$ cat src/rtl/fast_square_sweep_ctrl.sv
// Sweep sequencer: for each frequency point it waits for the LO to settle,
// aligns to the decimated sample stream, records a fixed number of samples, then steps.
module fast_square_sweep_ctrl #(
   parameter int STEP_W = 8,
   parameter int CNT_W  = 16
) (
   input  logic              clock,
   input  logic              reset,
   input  logic              start,
   input  logic              abort,
   input  logic [STEP_W-1:0] num_steps,
   input  logic [CNT_W-1:0]  settle_cycles,
   input  logic [CNT_W-1:0]  record_samples,
   input  logic              data_out_strobe,
   output logic              freq_step,
   output logic              record,
   output logic [STEP_W-1:0] step_index,
   output logic              busy,
   output logic              done,
   output logic              aborted
);

   typedef enum logic [2:0] {
      IDLE,
      SETTLE,
      ALIGN,
      RECORD,
      STEP,
      DONE
   } state_t;

   state_t            state;
   state_t            state_next;

   logic [STEP_W-1:0] steps_q;
   logic [CNT_W-1:0]  settle_q;
   logic [CNT_W-1:0]  target_q;
   logic [CNT_W-1:0]  settle_cnt;
   logic [CNT_W-1:0]  sample_cnt;
   logic [CNT_W-1:0]  sample_inc;
   logic              zero_done_q;
   logic              aborted_q;

   logic              start_ok;
   logic              take_abort;
   logic              record_last;
   logic              last_step;

   assign start_ok    = (state == IDLE) && start && !abort;
   assign take_abort  = abort && (state != IDLE);
   assign sample_inc  = (sample_cnt == '1) ? sample_cnt : sample_cnt + CNT_W'(1);
   assign record_last = data_out_strobe && (sample_inc >= target_q);
   assign last_step   = (step_index == steps_q - STEP_W'(1));

   always_ff @(posedge clock) begin
      if (reset) begin
         state <= IDLE;
      end else begin
         state <= state_next;
      end
   end

   always_comb begin
      state_next = state;
      if (take_abort) begin
         state_next = IDLE;
      end else begin
         case (state)
            IDLE:    if (start_ok && (num_steps != '0)) state_next = SETTLE;
            SETTLE:  if (settle_cnt <= CNT_W'(1)) state_next = ALIGN;
            ALIGN:   if (data_out_strobe) state_next = RECORD;
            RECORD:  if (record_last) state_next = last_step ? DONE : STEP;
            STEP:    state_next = SETTLE;
            DONE:    state_next = IDLE;
            default: state_next = IDLE;
         endcase
      end
   end

   // Counters only move down to 1 / up to all-ones, so they saturate rather than wrap.
   always_ff @(posedge clock) begin
      if (reset) begin
         steps_q     <= '0;
         settle_q    <= '0;
         target_q    <= '0;
         settle_cnt  <= '0;
         sample_cnt  <= '0;
         step_index  <= '0;
         zero_done_q <= 1'b0;
         aborted_q   <= 1'b0;
      end else begin
         zero_done_q <= start_ok && (num_steps == '0);
         aborted_q   <= take_abort;
         if (!take_abort) begin
            case (state)
               IDLE: begin
                  if (start_ok && (num_steps != '0)) begin
                     steps_q    <= num_steps;
                     settle_q   <= settle_cycles;
                     target_q   <= (record_samples == '0) ? CNT_W'(1) : record_samples;
                     settle_cnt <= settle_cycles;
                     step_index <= '0;
                  end
               end
               SETTLE: begin
                  if (settle_cnt > CNT_W'(1)) settle_cnt <= settle_cnt - CNT_W'(1);
               end
               ALIGN: begin
                  if (data_out_strobe) sample_cnt <= '0;
               end
               RECORD: begin
                  if (data_out_strobe) sample_cnt <= sample_inc;
               end
               STEP: begin
                  step_index <= step_index + STEP_W'(1);
                  settle_cnt <= settle_q;
               end
               default: ;
            endcase
         end
      end
   end

   // Every output is decoded from registered state only.
   always_comb begin
      busy      = (state != IDLE);
      record    = (state == RECORD);
      freq_step = (state == STEP);
      done      = (state == DONE) || zero_done_q;
      aborted   = aborted_q;
   end

endmodule

$ cat config.mk
export PLATFORM = sky130hd
export DESIGN_NAME = fast_square_sweep_ctrl
export DESIGN_NICKNAME = d
export VERILOG_FILES = /design/src/rtl/fast_square_sweep_ctrl.sv
export SDC_FILE = /design/constraint.sdc
export NUM_CORES = 1
export LEC_CHECK = 0
export BUFFER_PORTS_ARGS = -buffer_cell sky130_fd_sc_hd__buf_2
export CAP_MARGIN = 20
export CELL_PAD_IN_SITES_DETAIL_PLACEMENT = 1
export CELL_PAD_IN_SITES_GLOBAL_PLACEMENT = 2
export CORE_UTILIZATION = 34
export DETAILED_ROUTE_END_ITERATION = 12
export PLACE_DENSITY_LB_ADDON = 0.1
export SYNTH_ARGS = -nofsm -noshare
export SYNTH_HDL_FRONTEND = slang
export SYNTH_SLANG_ARGS = --single-unit
export TNS_END_PERCENT = 10
$ cat constraint.sdc
create_clock -name clock -period 4.3 [get_ports clock]
set_input_delay 1.075 -clock clock [delete_from_list [all_inputs] [get_ports clock]]
set_output_delay 1.075 -clock clock [all_outputs]
set_load 0.01 [all_outputs]
After elaboration in Yosys (flattened, before gate mapping). Cells that the tools add are included.

Register bits: 85. Input port bits: 45. Output and inout port bits: 13. Word-level logic and storage cells: 68.

$add $sub $neg: 4. $lt $le $gt $ge: 3. Equal/unequal tests: 13. Multiplexer cells: 16. Bitwise operators: 1. Reductions and logical operators: 22.

Operators with widths (number): 16-bit two-way mux (6); 16-bit case mux with 3 select lines (1); 16-bit case mux with 2 select lines (1); 16-bit by 1-bit adder with 16-bit output, second input constant (1); 16-bit == test, second input constant (1); 16-bit greater-or-equal comparator (1); 16-bit by 1-bit > comparator with 1-bit output, second input constant (1); 16-bit by 1-bit less-or-equal comparator with 1-bit output, second input constant (1); 16-bit logical NOT (1); 8-bit case mux with 2 select lines (1); 16-bit by 1-bit subtractor with 16-bit output, second input constant (1); 3-bit case mux with 5 select lines (1); 3-bit two-way mux (4); 4-bit AND reduction (3); 8-bit by 1-bit adder with 8-bit output, second input constant (1); 8-bit == test (1); 8-bit logical NOT (1); 8-bit two-way mux (1); 2-bit inequality test, second input constant (4); 8-bit nonzero test (1); 8-bit by 1-bit subtractor with 8-bit output, second input constant (1); 3-bit by 2-bit == test with 1-bit output, second input constant (2); 3-bit == test, second input constant (2); 1-bit logical AND (6); 11 further kinds (15).

Depth between registers and ports, before layout.
Depth after elaboration: 6. Depth in mapped cells: 14. Gate-level depth less buffers: 13.

Worst setup path after synthesis. No wires, ideal clock.

Path kind: reg-to-reg. Start point: register sample_cnt[7]. End point: register state[0]. Library setup time: 0.130 ns. Data arrival time: 3.333 ns. Data required time: 4.170 ns. Setup slack: 0.838 ns. Stages on the path, launching flop included: 15. Path buffers: 2. Clock period less this slack: 3.462 ns. Cell sequence: dfxtp_1 -> clkbuf_1 -> nand4_1 -> nor4_4 -> or3_1 -> buf_2 -> nor2_1 -> xor2_1 -> ha_1 -> nand4_1 -> nor3_1 -> or4b_2 -> o211ai_1 -> and2_1 -> o211ai_1.

Cells in the longest elaborated chain, start to end: 6. Elaborated cells on any way between the ends: 7. Classes of those cells: add/sub (1); order compare (1); eq/ne (2); mux (1); reduce/logical (2).

Ends and longest elaborated chain: start: declaration (line 39) `logic [CNT_W-1:0] sample_cnt;`; start signal: assignment (line 112) `if (data_out_strobe) sample_cnt <= sample_inc;`; 16-bit by 1-bit adder with 16-bit output / 16-bit == test (equally long branches) (line 51) `assign sample_inc = (sample_cnt == '1) ? sample_cnt : sample_cnt + CNT_W'(1);`; 16-bit two-way mux * (line 51); 16-bit greater-or-equal comparator * (line 52) `assign record_last = data_out_strobe && (sample_inc >= target_q);`; 1-bit logical AND * (line 52); 2-bit by 1-bit inequality test with 1-bit output (no source line) *; 4-bit AND reduction (no source line) *; end signal: assignment (line 59) `state <= state_next;`; end: declaration (line 32) `state_t state;`.

Mark *: on every way between the ends. The rest lies on a longest branch, timed or not. A chain may end at the register's enable or synchronous reset.

Final worst setup path.
Start point: register sample_cnt[0]. End point: register state[0].

Same word-level chain as after synthesis.

==> run_results.csv <==
group,metric,value,unit
setup_path,worstSetupEndpoint,"state[0]",
sta,period_minus_slack,3.91,ns
setup_path,cp.depth,13,
setup_path,crit_arrival,4.13,ns
routing,via_count,4651,
clock_tree,cts_sinks,85,
clock_tree,cts_resized,0,
sta,timing.slew.headroom,0.273,
setup_path,r2r-end,"state[0]",
logic_synthesis,synthMuxAreaShare,0.0219,
cells_and_area,synthToLayoutAreaGrowth,14.2,%
floorplan,fp.dieW,122,um
sta,rsz0062_at_grt,"false",
min_path,hold_depth,2,
sta,tns,0,ns
clock_tree,insertion_delay,0.35,ns
power,vdd_drop_max,0.244,mV
cells_and_area,final_area,5610,um2
logic_synthesis,yosys.area_share.adder,0.0534,
logic_synthesis,syn-num-nets,700,
sta,fmax,256,MHz
setup_path,crit_fanout,10,
logic_synthesis,synth_top_family_by_area,"simple AND/OR/NAND/NOR gates",
setup_path,rr_startpoint,"sample_cnt[0]",
setup_path,setup.worst_path.start,"sample_cnt[0]",
placed_design,place_ws,0.425,ns
global_route,grt_pass1_vias,4793,
floorplan,pin_count,58,
sta,setup_ws,0.387,ns
logic_synthesis,synthArstFlopShare,0,
setup_path,crit_required,4.52,ns
placed_design,place_area,5290,um2
floorplan,row_count,43,
setup_path,ff2ff_path_depth,13,
setup_path,worstSetupStartpointType,"register",
routing,avgViaCountPerCell,5.47,
floorplan,die-area,14900,um2
cells_and_area,final_cells,851,
clock_tree,h-tree-depth,3,
clock_tree,clk_pin_slew,0.06,ns
logic_synthesis,synth_xor_area_frac,0.0445,
clock_tree,tritoncts,"built",
sta,skew,0.00499,ns
outcome,outcome,"completed",
power,finalPower,2730,uW
setup_path,critPathTopFamily,"simple AND/OR/NAND/NOR gates",
logic_synthesis,ys_seq_elements,85,
min_path,hold_path.class,"register to register",
setup_path,max_stage_delay,0.60,ns
routing,routedWlPerCell,17.0,um
floorplan,initial_core_util,0.351,
logic_synthesis,synth_compound_gate_area_share,0.216,
sta,hold_violations,0,
logic_synthesis,synth.avg_cell_area,7.75,um2
setup_path,r2r_slack,0.39,ns
logic_synthesis,synth-edff-count,0,
sta,setup_violations,0,
floorplan,die_y,122,um
logic_synthesis,synth_cell_types,68,
setup_path,crit_buf_inv,0,
routing,drtIter0Drc,226,
flow_run,cap_viol_max_count,0,
routing,drt_first_pass_iters,6,
setup_path,slowest_stage,"or4b_2",
sta,post-route-period-util,0.910,
logic_synthesis,yosys.area_share.simple,0.261,
cells_and_area,layout_commonest_cell,"nand2_1",
logic_synthesis,ys.warnings.count,0,
sta,slew_violations,0,
routing,routed_wl,14500,um
sta,max_slew.worst_pin.slew,1.09,ns
floorplan,core-area,14000,um2
clock_tree,cts_buffer_depth,2,
routing,drc_errors,0,
logic_synthesis,synthFlopType,"dfxtp_1",
global_route,grt_max_degree,57,
logic_synthesis,synthCells,634,
cells_and_area,n_antenna_cell,0,
setup_path,worstSetupPathType,"register to register",
placed_design,routabilityCongestion,0.783,
power,power_density,487,nW/um2
cells_and_area,layout-drive-gt1-share,0.156,
routing,ant_nets,0,
global_route,grt_overflow,0,
logic_synthesis,syn_area,4920,um2
setup_path,crit_path_end_kind,"register",
logic_synthesis,synth_sequential_area_ratio,0.346,
placed_design,dp.cells,835,
global_route,antenna_found_initial,1,
cells_and_area,layout_common_cells,"nand2_1, dfxtp_1, a21oi_1, buf_2, nor2_1",
global_route,grt_usage,0.208,
cells_and_area,nets,732,
clock_tree,cts_hold_buf,0,
setup_path,crit_chain,"ha_1 > nand4_1 > nor4_4 > or3_1 > nor2_1 > xnor2_1 > ha_1 > nand4_1 > nor3_1 > or4b_2 > o211ai_1 > and2_1 > o211ai_1",
placed_design,io_buffers,57,
clock_tree,cts_buffers,9,
placed_design,post-dp-hpwl,10500,um
power,p_leak,0.00218,uW
global_route,grt_pass1_wl,24100,um
clock_tree,post_cts.repair.setup_buffers,0,
clock_tree,root_buffer,"clkbuf_16",
worst register-to-register path, cell delays in order (launching register included):
cell and delay, ns:
dfxtp_1 0.42, ha_1 0.23, nand4_1 0.28, nor4_4 0.50, or3_1 0.32, nor2_1 0.12, xnor2_1 0.15, ha_1 0.32
nand4_1 0.12, nor3_1 0.24, or4b_2 0.60, o211ai_1 0.19, and2_1 0.20, o211ai_1 0.09
layout make-up:
type | instances | area (um2)
sequential | 85 | 1700
clock buffer | 13 | 260
tap | 180 | 225
clock inverter | 3 | 67.6
timing repair buffer | 63 | 330
fill | 1759 | 8370
multi-input combinational | 484 | 2940
inverter | 23 | 86.3
Yosys cell counts (13+ instances only):
master	count	share of area
ha_1	21	0.053
xnor2_1	16	0.029
dfxtp_1	85	0.35
nor3_1	18	0.018
nor2_1	54	0.041
a21oi_1	70	0.071
nor4_1	13	0.017
nand3_1	14	0.014
o21ai_0	24	0.024
inv_1	23	0.018
nand2_1	101	0.077
clkbuf_1	35	0.027
per-layer routing:
layer / vias up / GRT usage / wire length (um)
li1: 2308 / - / -
met1: 2256 / 0.270 / 7100
met2: 71 / 0.347 / 6730
met3: 14 / 0.0404 / 426
met4: 2 / 0.0625 / 201
met5: - / 0 / 13
power breakdown:
part	leakage, uW	total (uW)	internal (uW)	switching (uW)
combinational	0.00133	888	329	559
sequential	0.000691	986	881	104
clock	0.000156	860	541	319
total	0.00218	2730	1750	983
sequential cells by signal, summed over array words and instances (netlist names):
register	cells
steps_q	8
settle_q	16
settle_cnt	16
sample_cnt	16
state	3
step_index	8
zero_done_q	1
target_q	16
aborted	1
cells by family (layout without fill, tap and decap cells):
group | count (synthesis) | after routing
xor gates and xnor gates | 25 | 25
AOI/OAI and AO/OA | 164 | 164
and+or+nand+nor | 264 | 264
DFF | 85 | 85
adders and majority gates | 21 | 21
buffers and inverters | 65 | 102
muxes | 10 | 10
how the worst min path moves through the flow:
| stage | start | to | slack [ns] |
|---|---|---|---|
| 6_report | settle_q[3] | settle_q[3] | 0.46 |
| 5_1_grt | settle_q[4] | settle_q[4] | 0.48 |
| 4_1_cts | settle_q[3] | settle_q[3] | 0.46 |
| 3_5_place_dp | settle_q[3] | settle_q[3] | 0.45 |
| 3_3_place_gp | settle_q[5] | settle_q[5] | 0.44 |
| 2_1_floorplan | settle_q[11] | settle_q[11] | 0.44 |
per-stage QoR:
stage / util / hold slack (ns)
after floorplan: - / 0.436
after global placement: 0.378 / 0.441
after global routing: 0.401 / 0.482
final: 0.401 / 0.458
after CTS: 0.401 / 0.459
after detailed placement: 0.378 / 0.450
No activity file was read; power rests on OpenSTA's default activity.
